### src/rtl/iir_ff_mac.sv
// Serial feed-forward MAC stage: one multiplier sums N taps per sample.
// Define IIR_FF_MAC_SATURATE_EN to clamp y instead of wrapping it.
module iir_ff_mac #(
    parameter int PRECISION   = 16,
    parameter int COEFF_WIDTH = 16,
    parameter int N           = 4,
    parameter int FRAC_BITS   = 14
) (
    input  logic                     clk,
    input  logic                     rst,
    input  logic [PRECISION-1:0]     x,
    input  logic                     x_valid,
    output logic                     x_ready,
    input  logic [COEFF_WIDTH*N-1:0] packed_b_coeffs,
    output logic [PRECISION-1:0]     y,
    output logic                     y_valid
);

    localparam int ACC_W = PRECISION + COEFF_WIDTH + $clog2(N);
    localparam int PW    = PRECISION + COEFF_WIDTH;
    localparam int K_W   = (N > 1) ? $clog2(N) : 1;
    localparam logic signed [ACC_W-1:0] HALF =
        {{(ACC_W-1){1'b0}}, 1'b1} << (FRAC_BITS - 1);

    typedef enum logic [1:0] {IDLE, MAC, OUT} state_t;

    state_t state, state_nxt;
    logic   accept;
    logic   last;

    logic signed [PRECISION-1:0]   tap  [N];
    logic signed [COEFF_WIDTH-1:0] b_sh [N];
    logic signed [ACC_W-1:0]       acc;
    logic        [K_W-1:0]         k;

    logic signed [PW-1:0]          prod;
    logic signed [ACC_W-1:0]       rnd;
    logic signed [ACC_W-1:0]       r;
    logic        [PRECISION-1:0]   y_nxt;

    assign last = (k == K_W'(N - 1));

    always_ff @(posedge clk) begin
        if (rst) state <= IDLE;
        else     state <= state_nxt;
    end

    always_comb begin
        state_nxt = state;
        unique case (state)
            IDLE:    if (x_valid) state_nxt = MAC;
            MAC:     if (last)    state_nxt = OUT;
            OUT:     state_nxt = IDLE;
            default: state_nxt = IDLE;
        endcase
    end

    always_comb begin
        x_ready = (state == IDLE) && !rst;
        accept  = x_ready && x_valid;
    end

    assign prod = tap[k] * b_sh[k];
    assign rnd  = acc + HALF;
    assign r    = rnd >>> FRAC_BITS;

`ifdef IIR_FF_MAC_SATURATE_EN
    localparam logic signed [ACC_W-1:0] SAT_MAX =
        {{(ACC_W-PRECISION+1){1'b0}}, {(PRECISION-1){1'b1}}};
    localparam logic signed [ACC_W-1:0] SAT_MIN = ~SAT_MAX;

    always_comb begin
        if (r > SAT_MAX)      y_nxt = {1'b0, {(PRECISION-1){1'b1}}};
        else if (r < SAT_MIN) y_nxt = {1'b1, {(PRECISION-1){1'b0}}};
        else                  y_nxt = r[PRECISION-1:0];
    end
`else
    logic unused_hi;
    assign unused_hi = ^r[ACC_W-1:PRECISION];
    assign y_nxt     = r[PRECISION-1:0];
`endif

    always_ff @(posedge clk) begin
        if (rst) begin
            for (int t = 0; t < N; t++) begin
                tap[t]  <= '0;
                b_sh[t] <= '0;
            end
            acc     <= '0;
            k       <= '0;
            y       <= '0;
            y_valid <= 1'b0;
        end else begin
            y_valid <= 1'b0;
            if (accept) begin
                for (int t = N - 1; t > 0; t--) tap[t] <= tap[t-1];
                tap[0] <= x;
                for (int t = 0; t < N; t++)
                    b_sh[t] <= packed_b_coeffs[COEFF_WIDTH*t +: COEFF_WIDTH];
                acc <= '0;
                k   <= '0;
            end else if (state == MAC) begin
                acc <= acc + ACC_W'(prod);
                if (!last) k <= k + K_W'(1);
            end else if (state == OUT) begin
                y       <= y_nxt;
                y_valid <= 1'b1;
            end
        end
    end

endmodule

### config.mk
export PLATFORM = sky130hd
export DESIGN_NAME = iir_ff_mac
export DESIGN_NICKNAME = d
export VERILOG_FILES = /design/src/rtl/iir_ff_mac.sv
export SDC_FILE = /design/constraint.sdc
export NUM_CORES = 1
export LEC_CHECK = 0
export CORE_MARGIN = 1
export CORE_UTILIZATION = 56
export DETAILED_ROUTE_END_ITERATION = 10
export HOLD_SLACK_MARGIN = 0.08
export PLACE_DENSITY = 0.82
export SLEW_MARGIN = 20
export SYNTH_ARGS = -nofsm -noshare
export SYNTH_HDL_FRONTEND = slang
export SYNTH_SLANG_ARGS = --single-unit
### constraint.sdc
create_clock -name clk -period 7.2 [get_ports clk]
set_input_delay 1.44 -clock clk [delete_from_list [all_inputs] [get_ports clk]]
set_output_delay 1.44 -clock clk [all_outputs]
set_load 0.05 [all_outputs]
==> results.toml, run 1 <==
[clock_tree]
clk_pin_slew_ns = 0.08
h-tree-depth = 4
insertion_delay_ns = 0.46
clock_sinks = 181
cts_tree = "yes"
cts_buffers = 17
cts_max_path_buffers = 2
cts_root_buffer = "clkbuf_16"

[synthesis]
synthAdderAreaFrac = 0.373
synth_cells = 1769
synth_edf_count = 128
synthXorXnorAreaFrac = 0.0262
synth_area_um2 = 18000
yosys_register_bits = 181
synth_nets = 2223
yosysTopAreaCell = "fa_1"
synth-async-reset-ratio = 0
synth.area.top_cells = "fa_1 31%, edfxtp_1 21%, inv_1 6.9%"
yosysSeqAreaShare = 0.273
yosysUniqueCellTypes = 59
synth_top_family_by_area = "adder cells"
synthMuxAreaShare = 0.0435
avgSynthCellArea_um2 = 10.2
synth_simple_gate_area_share = 0.147
synth-compound-area-share = 0.0501
synthFlopType = "edfxtp_1"
yosysWarnings = 0
synth_top_area_share = 0.307

[sta]
post-route-min-period_ns = 6.94
skew_ns = 0.0163
finalSetupTns_ns = 0
tightest_slew_ns = 0.987
final_hold_viol_count = 0
rsz0062_at_grt = "no"
setup_slack_ns = 0.260
max_freq_ghz = 0.144
min_period_over_period = 0.964
maxSlewHeadroom = 0.342
finalSetupViolCount = 0
maxSlewViolCount = 0

[final_layout]
n_antenna_cell = 0
drive_gt1_frac = 0.0726
syn2layout_area_growth_pct = 12.6
nets = 2315

[routing]
route.detailed.drc = 0
routedWlPerCell_um = 18.8
drt-vias-per-instance = 5.57
drt_wl_total_um = 42900
num_vias = 12700
ant_nets = 0
drt-initial-drc-count = 1069
drt_pass1_iterations = 6

[global_routing]
grt_max_degree = 130
grt_pass1_wl_um = 70300
grt_overflow = 0
track_usage = 0.277
antenna_found_initial = 0
grt_pass1_vias = 13500

[worst_setup_path]
worst_setup_path_end_kind = "flop"
worstRegToRegCells = 25
arrival_ns = 7.33
startpoint_type = "flop"
crit_required_ns = 7.59
critPathMaxFanout = 17
r2r_setup_slack_ns = 0.26
r2r_end = "acc[29]$_SDFFE_PP0P_"
path_class = "flop to flop"

[min_path]
hold_start = "acc[3]$_SDFFE_PP0P_"
holdPathEnd = "acc[3]$_SDFFE_PP0P_"
hold_depth = 2
hold_class = "flop to flop"

[place]
place_congestion = 0.963
io_buffers = 100
place_hpwl_um = 33500
pre_cts_ws_ns = 0.204

[floorplanning]
core-area_um2 = 31600
design.die.area_um2 = 32900
row_count = 65
ios = 101
start_util = 0.570
die_w_um = 181
die_h_um = 181

[run_status]
outcome = "finished clean"

[run]
maxCapViolations = 0
[metrics by stage]
step / util / hold slack [ns] / cells / cell area, µm²
global placement: 0.622 / 0.446 / 2241 / 19600
CTS: 0.641 / 0.470 / 2273 / 20200
floorplan: - / 0.436 / 1769 / 18000
finish: 0.642 / 0.471 / 2276 / 20300
global route: 0.642 / 0.493 / 2276 / 20300
detailed placement: 0.622 / 0.458 / 2241 / 19600
[critical path, cell delays in order (launching register included)]
cell	delay [ns]
dfxtp_4	0.49
buf_12	0.21
mux2i_1	0.08
nand2_1	0.10
o21a_1	0.47
nand2_1	0.15
fa_1	0.52
inv_1	0.06
fa_1	0.51
inv_1	0.06
fa_1	0.54
inv_1	0.05
fa_1	0.47
fa_1	0.49
inv_1	0.05
fa_1	0.47
inv_1	0.04
ha_1	0.36
nand3_1	0.13
a211o_1	0.29
a31oi_1	0.28
nor2_2	0.13
o21bai_1	0.22
a41oi_1	0.16
a2111oi_0	0.37
nand3b_1	0.16
[metal layers]
metal  GRT usage  share of wire
met1       0.368           0.42
met2       0.454           0.47
met3      0.0627          0.080
met4      0.0831          0.028
met5           0              0
[sequential cells by signal, summed over array words and instances (netlist names), named ones only]
| signal | cells |
|---|---|
| y_valid | 1 |
| tap | 64 |
| k | 2 |
| b_sh | 64 |
| state | 2 |
| y | 16 |
| acc | 30 |
[synthesized netlist by cell type, types with 2 or more instances]
cell type,n
mux4_2,9
o21a_1,19
nand3b_1,3
mux2_4,2
a31oi_1,2
nand3_1,23
a211o_1,2
inv_1,330
ha_1,95
buf_2,14
o211ai_1,4
a21o_1,9
a2111oi_0,3
nand2_1,166
or2_2,3
mux2_2,21
xor2_1,18
nand4_1,3
or3_1,2
edfxtp_1,128
a211oi_1,18
and2_1,37
nor3_1,9
and3_1,135
and4_1,2
xnor2_1,34
buf_1,3
o21ai_0,25
a21oi_1,31
o21ai_1,14
nor2_1,138
mux2i_1,30
dfxtp_1,53
fa_1,276
nand2b_1,13
nor2b_1,10
o21bai_1,2
clkbuf_1,62
[area by class of cell]
class	instances	area (µm²)
multi-input cells	1176	11500
repair buffers	154	1460
fillers	2435	11300
inverters	331	1250
well taps	402	503
flip-flops and latches	181	4910
clock inverters	15	173
clock buffers	17	425
[how the worst max path moves through the flow]
stage,from,to,slack [ns],cells after the start
after global placement,flop,acc[28]$_SDFFE_PP0P_,0.29,23
after CTS,flop,acc[28]$_SDFFE_PP0P_,0.13,24
final,flop,acc[29]$_SDFFE_PP0P_,0.26,25
after detailed placement,flop,acc[23]$_SDFFE_PP0P_,0.20,24
after floorplan,flop,acc[29]$_SDFFE_PP0P_,0.04,27
after global routing,flop,acc[29]$_SDFFE_PP0P_,0.01,24
[logic make-up after synthesis]
family	count (synthesis)
XOR/XNOR	53
flip-flops	181
adder cells (fa/ha/maj)	371
AO/OA/AOI/OAI	141
buffers and inverters	412
AND/OR/NAND/NOR	548
multiplexers	63
[layout by cell type (no fill, tap or decap), drive strengths merged, types with 3 or more instances in the layout]
| cell | netlist | routed |
|---|---|---|
| nand4 | 3 | 3 |
| xnor2 | 35 | 35 |
| nor2 | 139 | 139 |
| dfxtp | 53 | 53 |
| nand2b | 13 | 13 |
| clkdlybuf4s50 | 0 | 99 |
| mux4 | 9 | 9 |
| o21ai | 40 | 40 |
| nor3 | 9 | 9 |
| and3 | 135 | 135 |
| or2 | 3 | 3 |
| a21o | 9 | 9 |
| nand3b | 3 | 3 |
| nand2 | 166 | 166 |
| and2 | 37 | 37 |
| nor2b | 10 | 10 |
| a2111oi | 3 | 3 |
| buf | 19 | 55 |
| clkbuf | 62 | 17 |
| a21oi | 31 | 31 |
| o211ai | 4 | 4 |
| clkinv | 0 | 5 |
| a211oi | 18 | 18 |
| mux2 | 23 | 23 |
| fa | 276 | 276 |
| nand3 | 23 | 23 |
| xor2 | 18 | 18 |
| edfxtp | 128 | 128 |
| inv | 331 | 339 |
| o21a | 19 | 19 |
| mux2i | 31 | 31 |
| ha | 95 | 95 |
[what timing repair did]
action | in CTS | in global routing
setup buffers | 0 | 3
setup endpoints to repair | 0 | 10
resized for setup | 0 | 6
hold buffers | 0 | 0
Power of run 1 is left out: the tool's default activity adds up to more than one toggle a clock period on the data nets, which glitch-free logic cannot reach.
==> inputs of run 2 (changes only) <==
--- a/config.mk
+++ b/config.mk
@@ -8,6 +8,7 @@
 export CORE_MARGIN = 1
 export CORE_UTILIZATION = 56
 export DETAILED_ROUTE_END_ITERATION = 10
+export GPL_ROUTABILITY_DRIVEN = 0
 export HOLD_SLACK_MARGIN = 0.08
 export PLACE_DENSITY = 0.82
 export SLEW_MARGIN = 20
==> run 2 against run 1 <==
- via count rose by 0.51%
- first-iteration DRC count rose by 24%
- flip-flop and latch count did not move
- critical path depth fell by 3
- setup slack got worse by 0.055 ns
- clock skew fell by 0.00080 ns
- fmax fell by 0.78%
- global-route usage fell by 0.85 points
- register-to-register slack got worse by 0.05 ns
==> results.toml, run 2 (synthesis gave the netlist of run 1 again) <==
[final_layout]
final_cell_mix = "330 x inv_1, 276 x fa_1, 166 x nand2_1"
drive_gt1_frac = 0.0687
largestRegisters = "b_sh (64), tap (64), acc (30)"
nets = 2304
layout_commonest_cell = "inv_1"
syn2layout_area_growth_pct = 12.2
n_antenna_cell = 0
nFillCells = 2354

[worst_setup_path]
path_class = "flop to flop"
cpPeakStageDelay_ns = 0.60
critical_path.most_common_cell = "fa_1"
r2r_setup_slack_ns = 0.20
cpMaxStageDelayCell = "fa_1"
worst_setup_path_end_kind = "flop"
startpoint_type = "flop"
worstRegToRegCells = 22
critPathMaxFanout = 14
arrival_ns = 7.38
path_delay_family = "adder cells"
r2r_end = "acc[29]$_SDFFE_PP0P_"
crit_required_ns = 7.58
path_buf_inv = 4
worstPathCellList = "buf_6 > mux2_2 > o21a_1 > nand2_1 > fa_1 > fa_1 > fa_1 > fa_1 > inv_1 > fa_1 > inv_1 > fa_1 > inv_1 > ha_1 > o211ai_1 > a211o_1 > a31oi_2 > nor2_1 > o21bai_2 > a41oi_2 > a2111oi_0 > nand3b_1"

[routing]
drt_pass1_iterations = 8
route.detailed.drc = 0
routedWlPerCell_um = 18.4
num_vias = 12700
drt-vias-per-instance = 5.63
ant_nets = 0
drt_wl_total_um = 41700
drt-initial-drc-count = 1326

[sta]
min_period_over_period = 0.972
finalSetupTns_ns = 0
skew_ns = 0.0155
final_hold_viol_count = 0
finalSetupViolCount = 0
max_freq_ghz = 0.143
maxSlewHeadroom = 0.331
tightest_slew_ns = 1.00
post-route-min-period_ns = 7.00
maxSlewViolCount = 0

[floorplanning]
die_w_um = 181
core-area_um2 = 31600
row_count = 65
start_util = 0.570
design.die.area_um2 = 32900
ios = 101
die_h_um = 181

[min_path]
holdPathEnd = "acc[0]$_SDFFE_PP0P_"
hold_class = "flop to flop"
hold_depth = 2
hold_start = "acc[0]$_SDFFE_PP0P_"

[clock_tree]
cts_buffers = 17
insertion_delay_ns = 0.45
clk_pin_slew_ns = 0.08
h-tree-depth = 4
cts_root_buffer = "clkbuf_16"
cts_max_path_buffers = 2
clock_sinks = 181
cts_tree = "yes"

[run_status]
outcome = "finished clean"

[global_routing]
grt_pass1_wl_um = 68600
grt_overflow = 0
track_usage = 0.268
grt_max_degree = 130
antenna_found_initial = 1
grt_pass1_vias = 13500

[place]
io_buffers = 100
place_hpwl_um = 32200

[run]
maxCapViolations = 0
## run 2: metrics by stage
step | std cells | utilization | setup slack, ns | hold WS [ns] | area (µm²)
after floorplan | 1769 | - | 0.0439 | 0.436 | 18000
after global placement | 2230 | 0.618 | 0.220 | 0.447 | 19500
after detailed placement | 2230 | 0.618 | -0.0422 | 0.470 | 19500
after CTS | 2261 | 0.637 | 0.0125 | 0.481 | 20100
after global routing | 2264 | 0.640 | -0.00845 | 0.508 | 20200
final | 2264 | 0.640 | 0.205 | 0.473 | 20200
## run 2: area by class of cell
type | instances | area (µm²) | share of cell area
repair buffers | 143 | 1350 | 0.0669
clock buffers | 19 | 433 | 0.0214
well taps | 402 | 503 | 0.0249
clock inverters | 12 | 160 | 0.00793
multi-input cells | 1176 | 11600 | 0.574
inverters | 331 | 1250 | 0.0618
flip-flops and latches | 181 | 4910 | 0.243
## run 2: worst register-to-register path, delay by kind of cell, from the launching register on
kind / cells / cell delay (ns)
fa+ha+maj: 7 / 3.42
compound gates: 7 / 1.87
simple gates: 3 / 0.45
flops: 1 / 0.45
mux: 1 / 0.40
buf+inv: 4 / 0.36
## run 2: how the worst max path moves through the flow
stage          from              endpoint  slack (ns)  depth (start not counted)
2_1_floorplan  flop  acc[29]$_SDFFE_PP0P_        0.04                         27
3_3_place_gp   flop  acc[28]$_SDFFE_PP0P_        0.22                         24
4_1_cts        flop  acc[22]$_SDFFE_PP0P_        0.01                         26
6_report       flop  acc[29]$_SDFFE_PP0P_        0.20                         22
3_5_place_dp   flop  acc[29]$_SDFFE_PP0P_       -0.04                         23
5_1_grt        flop  acc[29]$_SDFFE_PP0P_      -0.008                         26
## run 2: timing repair
item / CTS / global route
resized for setup: 2 / 18
setup endpoints to repair: 1 / 10
buffers inserted: 0 / 3
hold buffers: 0 / 0
pin swaps: 0 / 0
## run 2: per-layer routing
layer  up-vias  part of all wire  track usage
met1      6247              0.41        0.351
met2       600              0.47        0.434
met4         0             0.040        0.111
met5         -                 0            0
li1       5764                 -            -
met3       131             0.084       0.0603
Power of run 2 is left out for the same reason.
